===== src/rtl/layer_seq_ctrl.sv =====
// Frame sequencer for one convolution layer. It streams a feature map from a
// synchronous-read pixel memory into the layer input FIFO, honouring the
// FIFO's almost-full flag. It then counts the layer's output pulses to
// generate result-capture addresses. A frame ends on the expected output
// count or when the drain watchdog expires.
module layer_seq_ctrl #(
  parameter int DATA_WIDTH = 32,
  parameter int CH_IN      = 3,
  parameter int WIDTH      = 112,
  parameter int IN_COUNT   = WIDTH * WIDTH,
  parameter int OUT_COUNT  = WIDTH * WIDTH,
  parameter int TIMEOUT    = 1000
) (
  input  logic                            clk,
  input  logic                            rst,
  input  logic                            start,
  output logic                            busy,
  output logic                            done,
  output logic                            timeout_err,
  output logic                            rd_en,
  output logic [$clog2(IN_COUNT)-1:0]     rd_addr,
  input  logic [DATA_WIDTH*CH_IN-1:0]     rd_data,
  input  logic                            fifo_afull,
  output logic [DATA_WIDTH*CH_IN-1:0]     o_data,
  output logic                            wr_req,
  input  logic                            layer_valid,
  output logic                            out_we,
  output logic [$clog2(OUT_COUNT)-1:0]    out_addr
);

  localparam int RA_W = $clog2(IN_COUNT);
  localparam int OA_W = $clog2(OUT_COUNT);
  localparam int IC_W = $clog2(IN_COUNT + 1);
  localparam int OC_W = $clog2(OUT_COUNT + 1);
  localparam int WD_W = $clog2(TIMEOUT + 1);

  typedef enum logic [1:0] {IDLE, FEED, DRAIN, DONE} state_t;

  state_t            state, state_nxt;
  logic [IC_W-1:0]   issued;
  logic [OC_W-1:0]   out_cnt;
  logic [WD_W-1:0]   wdog;
  logic              vld_p1;
  logic              feed_left;
  logic              last_out;
  logic              wd_expire;
  logic              accept_start;

  // Address increments hold at the last valid location instead of wrapping.
  function automatic logic [RA_W-1:0] sat_inc_rd(input logic [RA_W-1:0] v);
    return (v == RA_W'(IN_COUNT - 1)) ? v : v + RA_W'(1);
  endfunction

  function automatic logic [OA_W-1:0] sat_inc_out(input logic [OA_W-1:0] v);
    return (v == OA_W'(OUT_COUNT - 1)) ? v : v + OA_W'(1);
  endfunction

  assign busy         = (state == FEED) || (state == DRAIN);
  assign done         = (state == DONE);
  assign accept_start = (state == IDLE) && start;
  assign feed_left    = (issued < IC_W'(IN_COUNT));
  assign out_we       = layer_valid && busy;
  assign last_out     = out_we && (out_cnt == OC_W'(OUT_COUNT - 1));
  assign wd_expire    = (state == DRAIN) && !layer_valid && (wdog == WD_W'(TIMEOUT - 1));
  assign rd_en        = (state == FEED) && !fifo_afull && feed_left;
  // Stage p1: read data returns one cycle after rd_en; a word still in flight
  // when the frame ends early is dropped rather than pushed into the FIFO.
  assign wr_req       = vld_p1 && (state == FEED);
  assign o_data       = rd_data;

  // State register.
  always_ff @(posedge clk or posedge rst) begin
    if (rst) state <= IDLE;
    else     state <= state_nxt;
  end

  // Next-state logic; reaching the output count wins over feed/drain progress.
  always_comb begin
    state_nxt = state;
    case (state)
      IDLE:    if (start) state_nxt = FEED;
      FEED:    if (last_out) state_nxt = DONE;
               else if (!feed_left) state_nxt = DRAIN;
      DRAIN:   if (last_out || wd_expire) state_nxt = DONE;
      DONE:    state_nxt = IDLE;
      default: state_nxt = IDLE;
    endcase
  end

  // Read/issue counters, output addressing, watchdog and sticky error flag.
  always_ff @(posedge clk or posedge rst) begin
    if (rst) begin
      vld_p1      <= 1'b0;
      rd_addr     <= '0;
      issued      <= '0;
      out_addr    <= '0;
      out_cnt     <= '0;
      wdog        <= '0;
      timeout_err <= 1'b0;
    end else begin
      vld_p1 <= rd_en;
      if (accept_start) begin
        rd_addr     <= '0;
        issued      <= '0;
        out_addr    <= '0;
        out_cnt     <= '0;
        wdog        <= '0;
        timeout_err <= 1'b0;
      end else begin
        if (rd_en) begin
          rd_addr <= sat_inc_rd(rd_addr);
          issued  <= issued + IC_W'(1);
        end
        if (out_we) begin
          out_addr <= sat_inc_out(out_addr);
          out_cnt  <= out_cnt + OC_W'(1);
        end
        if (state == DRAIN) wdog <= layer_valid ? '0 : wdog + WD_W'(1);
        if (wd_expire) timeout_err <= 1'b1;
      end
    end
  end

endmodule

===== config.mk =====
export PLATFORM = sky130hd
export DESIGN_NAME = layer_seq_ctrl
export DESIGN_NICKNAME = d
export VERILOG_FILES = /design/src/rtl/layer_seq_ctrl.sv
export SDC_FILE = /design/constraint.sdc
export NUM_CORES = 1
export LEC_CHECK = 0
export BUFFER_PORTS_ARGS = -buffer_cell sky130_fd_sc_hd__buf_2
export CORE_ASPECT_RATIO = 1.5
export CORE_MARGIN = 3
export CORE_UTILIZATION = 46
export CTS_CLUSTER_DIAMETER = 50
export CTS_CLUSTER_SIZE = 14
export DETAILED_ROUTE_END_ITERATION = 12
export GPL_ROUTABILITY_DRIVEN = 0
export PLACE_DENSITY = 0.81
export SLEW_MARGIN = 30
export SYNTH_ARGS = -nofsm -noshare
export SYNTH_HDL_FRONTEND = slang
export SYNTH_SLANG_ARGS = --single-unit

===== constraint.sdc =====
create_clock -name clk -period 2.8 [get_ports clk]
set_input_delay 0.28 -clock clk [delete_from_list [all_inputs] [get_ports clk]]
set_output_delay 0.28 -clock clk [all_outputs]
set_load 0.01 [all_outputs]

# Word-level counts from Yosys, hierarchy flattened
# Index checks and enable logic that the tools add are counted.
# word_totals
reg_bits	70
latch_bits	0
ramBits	0
rom_bits	0
inputBits	101
output_inout_bits	130
word_cells	66
memories	0
# classes
n_addsub	5
n_mul	0
div	0
magnitude_cmp	1
n_eq_ne	12
shift	0
n_mux	20
bitwise	0
reduce_logical	20
# ops
op	count
14-bit 2-to-1 mux	10
14-bit by 1-bit adder with 14-bit output (second input constant)	4
14-bit equality test (second input constant)	3
10-bit 2-to-1 mux	3
14-bit < comparator (second input constant)	1
10-bit by 1-bit adder with 10-bit output (second input constant)	1
10-bit equality test (second input constant)	1
1-bit logical AND	8
2-bit 2-to-1 mux	4
2-bit case mux with 4 select lines	1
2-bit nonzero test	4
2-bit inequality test (second input constant)	3
2-bit equality test (second input constant)	2
2-bit AND reduction	2
3-bit inequality test (second input constant)	1
3-bit AND reduction	1
2-bit by 1-bit equality test with 1-bit output (second input constant)	1
1-bit zero test	2
2-bit zero test	1
1-bit logical OR	2
1-bit 2-to-1 mux	2
2-bit by 1-bit inequality test with 1-bit output (second input constant)	1

# Logic depth before layout (Yosys ltp)
# depth
word_depth	7
mapped_depth	10
mapped_depth_nobuf	8

# Least setup slack after synthesis
# OpenSTA, ideal clock, no wires.
# synth_path
path_kind	register to register
startpoint	register state[0]
endpoint	register rd_addr[12]
setup_ns	0.078
arrival_ns	2.109
required_ns	2.722
setup_slack_ns	0.613
stages_incl_launch_ff	10
path_buffers	2
cell_sequence	dfrtp_1 inv_1 ha_1 and2_1 clkbuf_1 nor4_4 a22o_4 buf_6 or4_1 a21oi_1
# synth_between
elab_chain_cells	5
elab_cells_between_ends	9
cone_classes	eq/ne (2); mux (1); reduce/logical (6)
# synth_rtl
element	line	rtl
start, declared	39	state_t state, state_nxt;
start signal, assigned	74	else state <= state_nxt;
2-bit by 1-bit equality test with 1-bit output	65	assign rd_en = (state == FEED) && !fifo_afull && feed_left;
1-bit logical AND (2 in a row)	65	
2-bit nonzero test (no line)	-	
2-bit AND reduction (no line)	-	
end signal, assigned	111	rd_addr <= sat_inc_rd(rd_addr);
end, declared	21	output logic [$clog2(IN_COUNT)-1:0] rd_addr,
# Parallel ways exist; a longest one is shown, timed or not.
# A chain may end at the register's enable or synchronous reset.

# Final worst setup path
# layout_path
startpoint	register state[1]
endpoint	register rd_addr[11]
# The elaborated chain is that of the path after synthesis.

==> out/qor.yml <==
run_status:
  status: "complete, no violations"
worst_setup_path:
  worst-setup-path-type: "reg2reg"
  worstPathArrival_ns: 2.51
  crit_path_start_kind: "register"
  r2r-start: "state[1]$_DFFE_PP0P_"
  r2r_slack_ns: 0.55
  critPathCaptureType: "register"
  crit_path_max_incr_delay_ns: 0.53
  critical_path_buf_inv_count: 1
  path_cells: "inv_1 -> ha_1 -> nor2b_1 -> o21ai_2 -> a22o_4 -> or4_1 -> a21oi_1"
  crit_fanout: 23
  r2r_end: "rd_addr[11]$_DFFE_PP0P_"
  cp.required_ns: 3.06
  reg2reg_depth: 7
  slowest_stage: "or4_1"
  critPathTopFamily: "simple AND/OR/NAND/NOR gates"
yosys:
  yosysTopAreaCell: "dfrtp_1"
  ys.flop_type: "dfrtp_1"
  muxShareOfSynthArea_pct: 0.5073
  synth_most_common_cell: "buf_4"
  yosysUniqueCellTypes: 51
  synthTopCellsByArea: "dfrtp_1 (39%), buf_4 (16%), xor2_1 (4.9%)"
  synthSimpleGateAreaFrac_pct: 21.59
  synth_cells: 486
  async_flop_share_pct: 100.0
  synthXorXnorAreaFrac_pct: 6.905
  synthesis.nets: 597
  avgSynthCellArea_um2: 9.134
  syn_area_mm2: 0.004439
  synth_seq_cells: 70
  ys.warnings.count: 0
  synth_edf_count: 0
  synth_top_family_by_area: "simple AND/OR/NAND/NOR gates"
  synth_compound_area_share_pct: 10.63
  yosys-top-cells-count: "buf_4 (96), dfrtp_1 (70), nor2_1 (52)"
  yosys.area_share.adder_pct: 2.818
  ys_seq_area_share_pct: 39.46
  yosys.area.top_type_share_pct: 39.46
run:
  cap_violations: 0
detailed_routing:
  avgRoutedWirePerCell_um: 17.51
  drc_errors: 0
  first_pass_iters: 4
  antenna_left: 0
  wl_met3_um: 772
  finalWirelength_um: 9595
  via_per_inst: 5.956
  vias: 3264
  routed.top_layer: "met4"
  wl_met2_um: 4622
  met1Wirelength_um: 3540
  drt_iter0_drc: 284
cts:
  cts_max_path_buffers: 2
  cts_max_level: 3
  path_clk_slew_ns: 0.05
  cts_tree: "built"
  insertion_delay_ns: 0.34
  clock-sinks: 70
  cts_hold_buffers: 0
  cts-root-buf: "clkbuf_16"
  post_cts_resized: 0
  postCtsSetupBuffers: 0
  cts_buffers: 9
timing:
  skew_ns: 0.009018
  finalHoldViolations: 0
  fmax_ghz: 0.4452
  drv_slew: 0
  rsz0062_at_grt: "no"
  tightest_slew_ns: 0.7789
  setup_violations: 0
  relSlewSlack_pct: 48.00
  fin_crit_sh_pct: 80.22
  hold_slack_ns: 0.08519
  finalSetupTns_ns: 0
  min_period_ns: 2.246
floorplanning:
  io_pins: 231
  fp.dieW_um: 86.21
  core_area_mm2: 0.009308
  die_area_mm2: 0.01089
  dieHeight_um: 126.3
  num_rows: 43
  start_util_pct: 47.69
grt:
  antenna_found_initial: 0
  grt_pass1_wl_um: 15710
  grt_overflow: 0
  grt_usage_pct: 18.16
  grt_pass1_vias: 3223
  grt_max_degree: 37
power_and_ir_drop:
  p_switching_mw: 0.8478
  p_per_area_mw_per_mm2: 668.7
  power_leakage_nw: 1.943
  swShare_pct: 29.47
  ir_drop_uv: 465.1
  clkPwrFrac_pct: 36.0
  combPwrFrac_pct: 17.1
  seqPwrFrac_pct: 46.8
  p_int_mw: 2.029
placement:
  dp_hpwl_um: 6868
  place_inst: 533
  io_buffer_count: 38
final_layout:
  stdcell_count: 548
  area_growth_pct: -3.100
  n_fill_cell: 834
  final_util_pct: 46.22
  nNetsFinal: 543
  drive_above_1_share_pct: 14.91
  antenna_cells: 0
hold_path:
  hold_path.class: "in2async"
## worst register-to-register path, cell delays in order (launching register included)
cell	delay (ns)
dfrtp_1	0.41
inv_1	0.12
ha_1	0.23
nor2b_1	0.22
o21ai_2	0.14
a22o_4	0.37
or4_1	0.54
a21oi_1	0.16
## kinds of logic (layout without fill, tap and decap cells)
kind of cell / count (synthesis) / after routing
muxes: 2 / 2
DFF: 70 / 70
adders and majority gates: 10 / 10
AOI/OAI and AO/OA: 72 / 72
buffers and inverters: 114 / 64
xor gates and xnor gates: 35 / 35
and+or+nand+nor: 183 / 183
## how the worst max path moves through the flow
stage / from / end / slack (ns) / cells after the start
finish: state[1]$_DFFE_PP0P_ / rd_addr[11]$_DFFE_PP0P_ / 0.55 / 7
global route: state[1]$_DFFE_PP0P_ / rd_addr[9]$_DFFE_PP0P_ / 0.37 / 7
CTS: state[1]$_DFFE_PP0P_ / rd_addr[13]$_DFFE_PP0P_ / 0.56 / 7
detailed placement: state[1]$_DFFE_PP0P_ / rd_addr[13]$_DFFE_PP0P_ / 0.58 / 7
global placement: state[1]$_DFFE_PP0P_ / rd_addr[11]$_DFFE_PP0P_ / 0.68 / 7
floorplan: state[0]$_DFFE_PP0P_ / rd_addr[12]$_DFFE_PP0P_ / 0.61 / 9
## layout make-up
type                            instances  area (um^2)  area share, %
Sequential cell                        70         1752          40.72
Clock buffer                           14        264.0          6.137
Multi-Input combinational cell        302         1886          43.83
Tap cell                              112        140.1          3.258
Inverter                                8        30.03         0.6981
Timing Repair Buffer                   41        225.2          5.236
Clock inverter                          1        5.005         0.1163
## layer usage
layer | up-vias | track usage [%]
met4 | 0 | 14.77
li1 | 1481 | -
met2 | 128 | 27.81
met5 | - | 0
met1 | 1581 | 20.01
met3 | 74 | 6.368
## metrics by stage
stage | setup slack, ns | power [mW] | instance area, um^2
2_1_floorplan | 0.6126 | 1.818 | 4439
3_3_place_gp | 0.6816 | 1.830 | 4033
3_5_place_dp | 0.5776 | 1.858 | 4033
4_1_cts | 0.5625 | 2.908 | 4302
5_1_grt | 0.3654 | 3.050 | 4302
6_report | 0.5538 | 2.876 | 4302
## state kept, by name, summed over array words and instances (netlist names)
name,count
wdog,10
issued,14
timeout_err,1
out_addr,14
rd_addr,14
vld_p1,1
out_cnt,14
state,2
## placed cells by master, fill, tap and decap left out, types with 3 or more instances in the layout
master / Yosys / layout
and2_1: 4 / 3
clkbuf_1: 7 / 3
xnor2_1: 10 / 10
and3_1: 11 / 11
clkbuf_16: 0 / 9
o21ai_0: 20 / 20
nor2_1: 52 / 52
dfrtp_1: 70 / 70
nor3_1: 3 / 3
and4_1: 3 / 3
a21oi_1: 18 / 18
ha_1: 10 / 10
or4_1: 5 / 5
nand3_1: 21 / 21
xor2_1: 25 / 25
inv_1: 8 / 7
nand2b_1: 4 / 4
nand4_1: 12 / 12
buf_2: 0 / 38
o21ai_1: 6 / 6
or3_1: 9 / 9
nand2_1: 41 / 41
o31ai_1: 7 / 7
nor2b_1: 3 / 3
## power by group through the flow
stage | sequential, mW | clock, mW | combinational (mW)
after floorplan | 1.36 | 0 | 0.458
after global placement | 1.35 | 0 | 0.476
after detailed placement | 1.36 | 0 | 0.497
after CTS | 1.35 | 1.06 | 0.501
after global routing | 1.38 | 1.11 | 0.566
final | 1.35 | 1.04 | 0.493
Note: power is estimated with default switching activity, not from simulation.
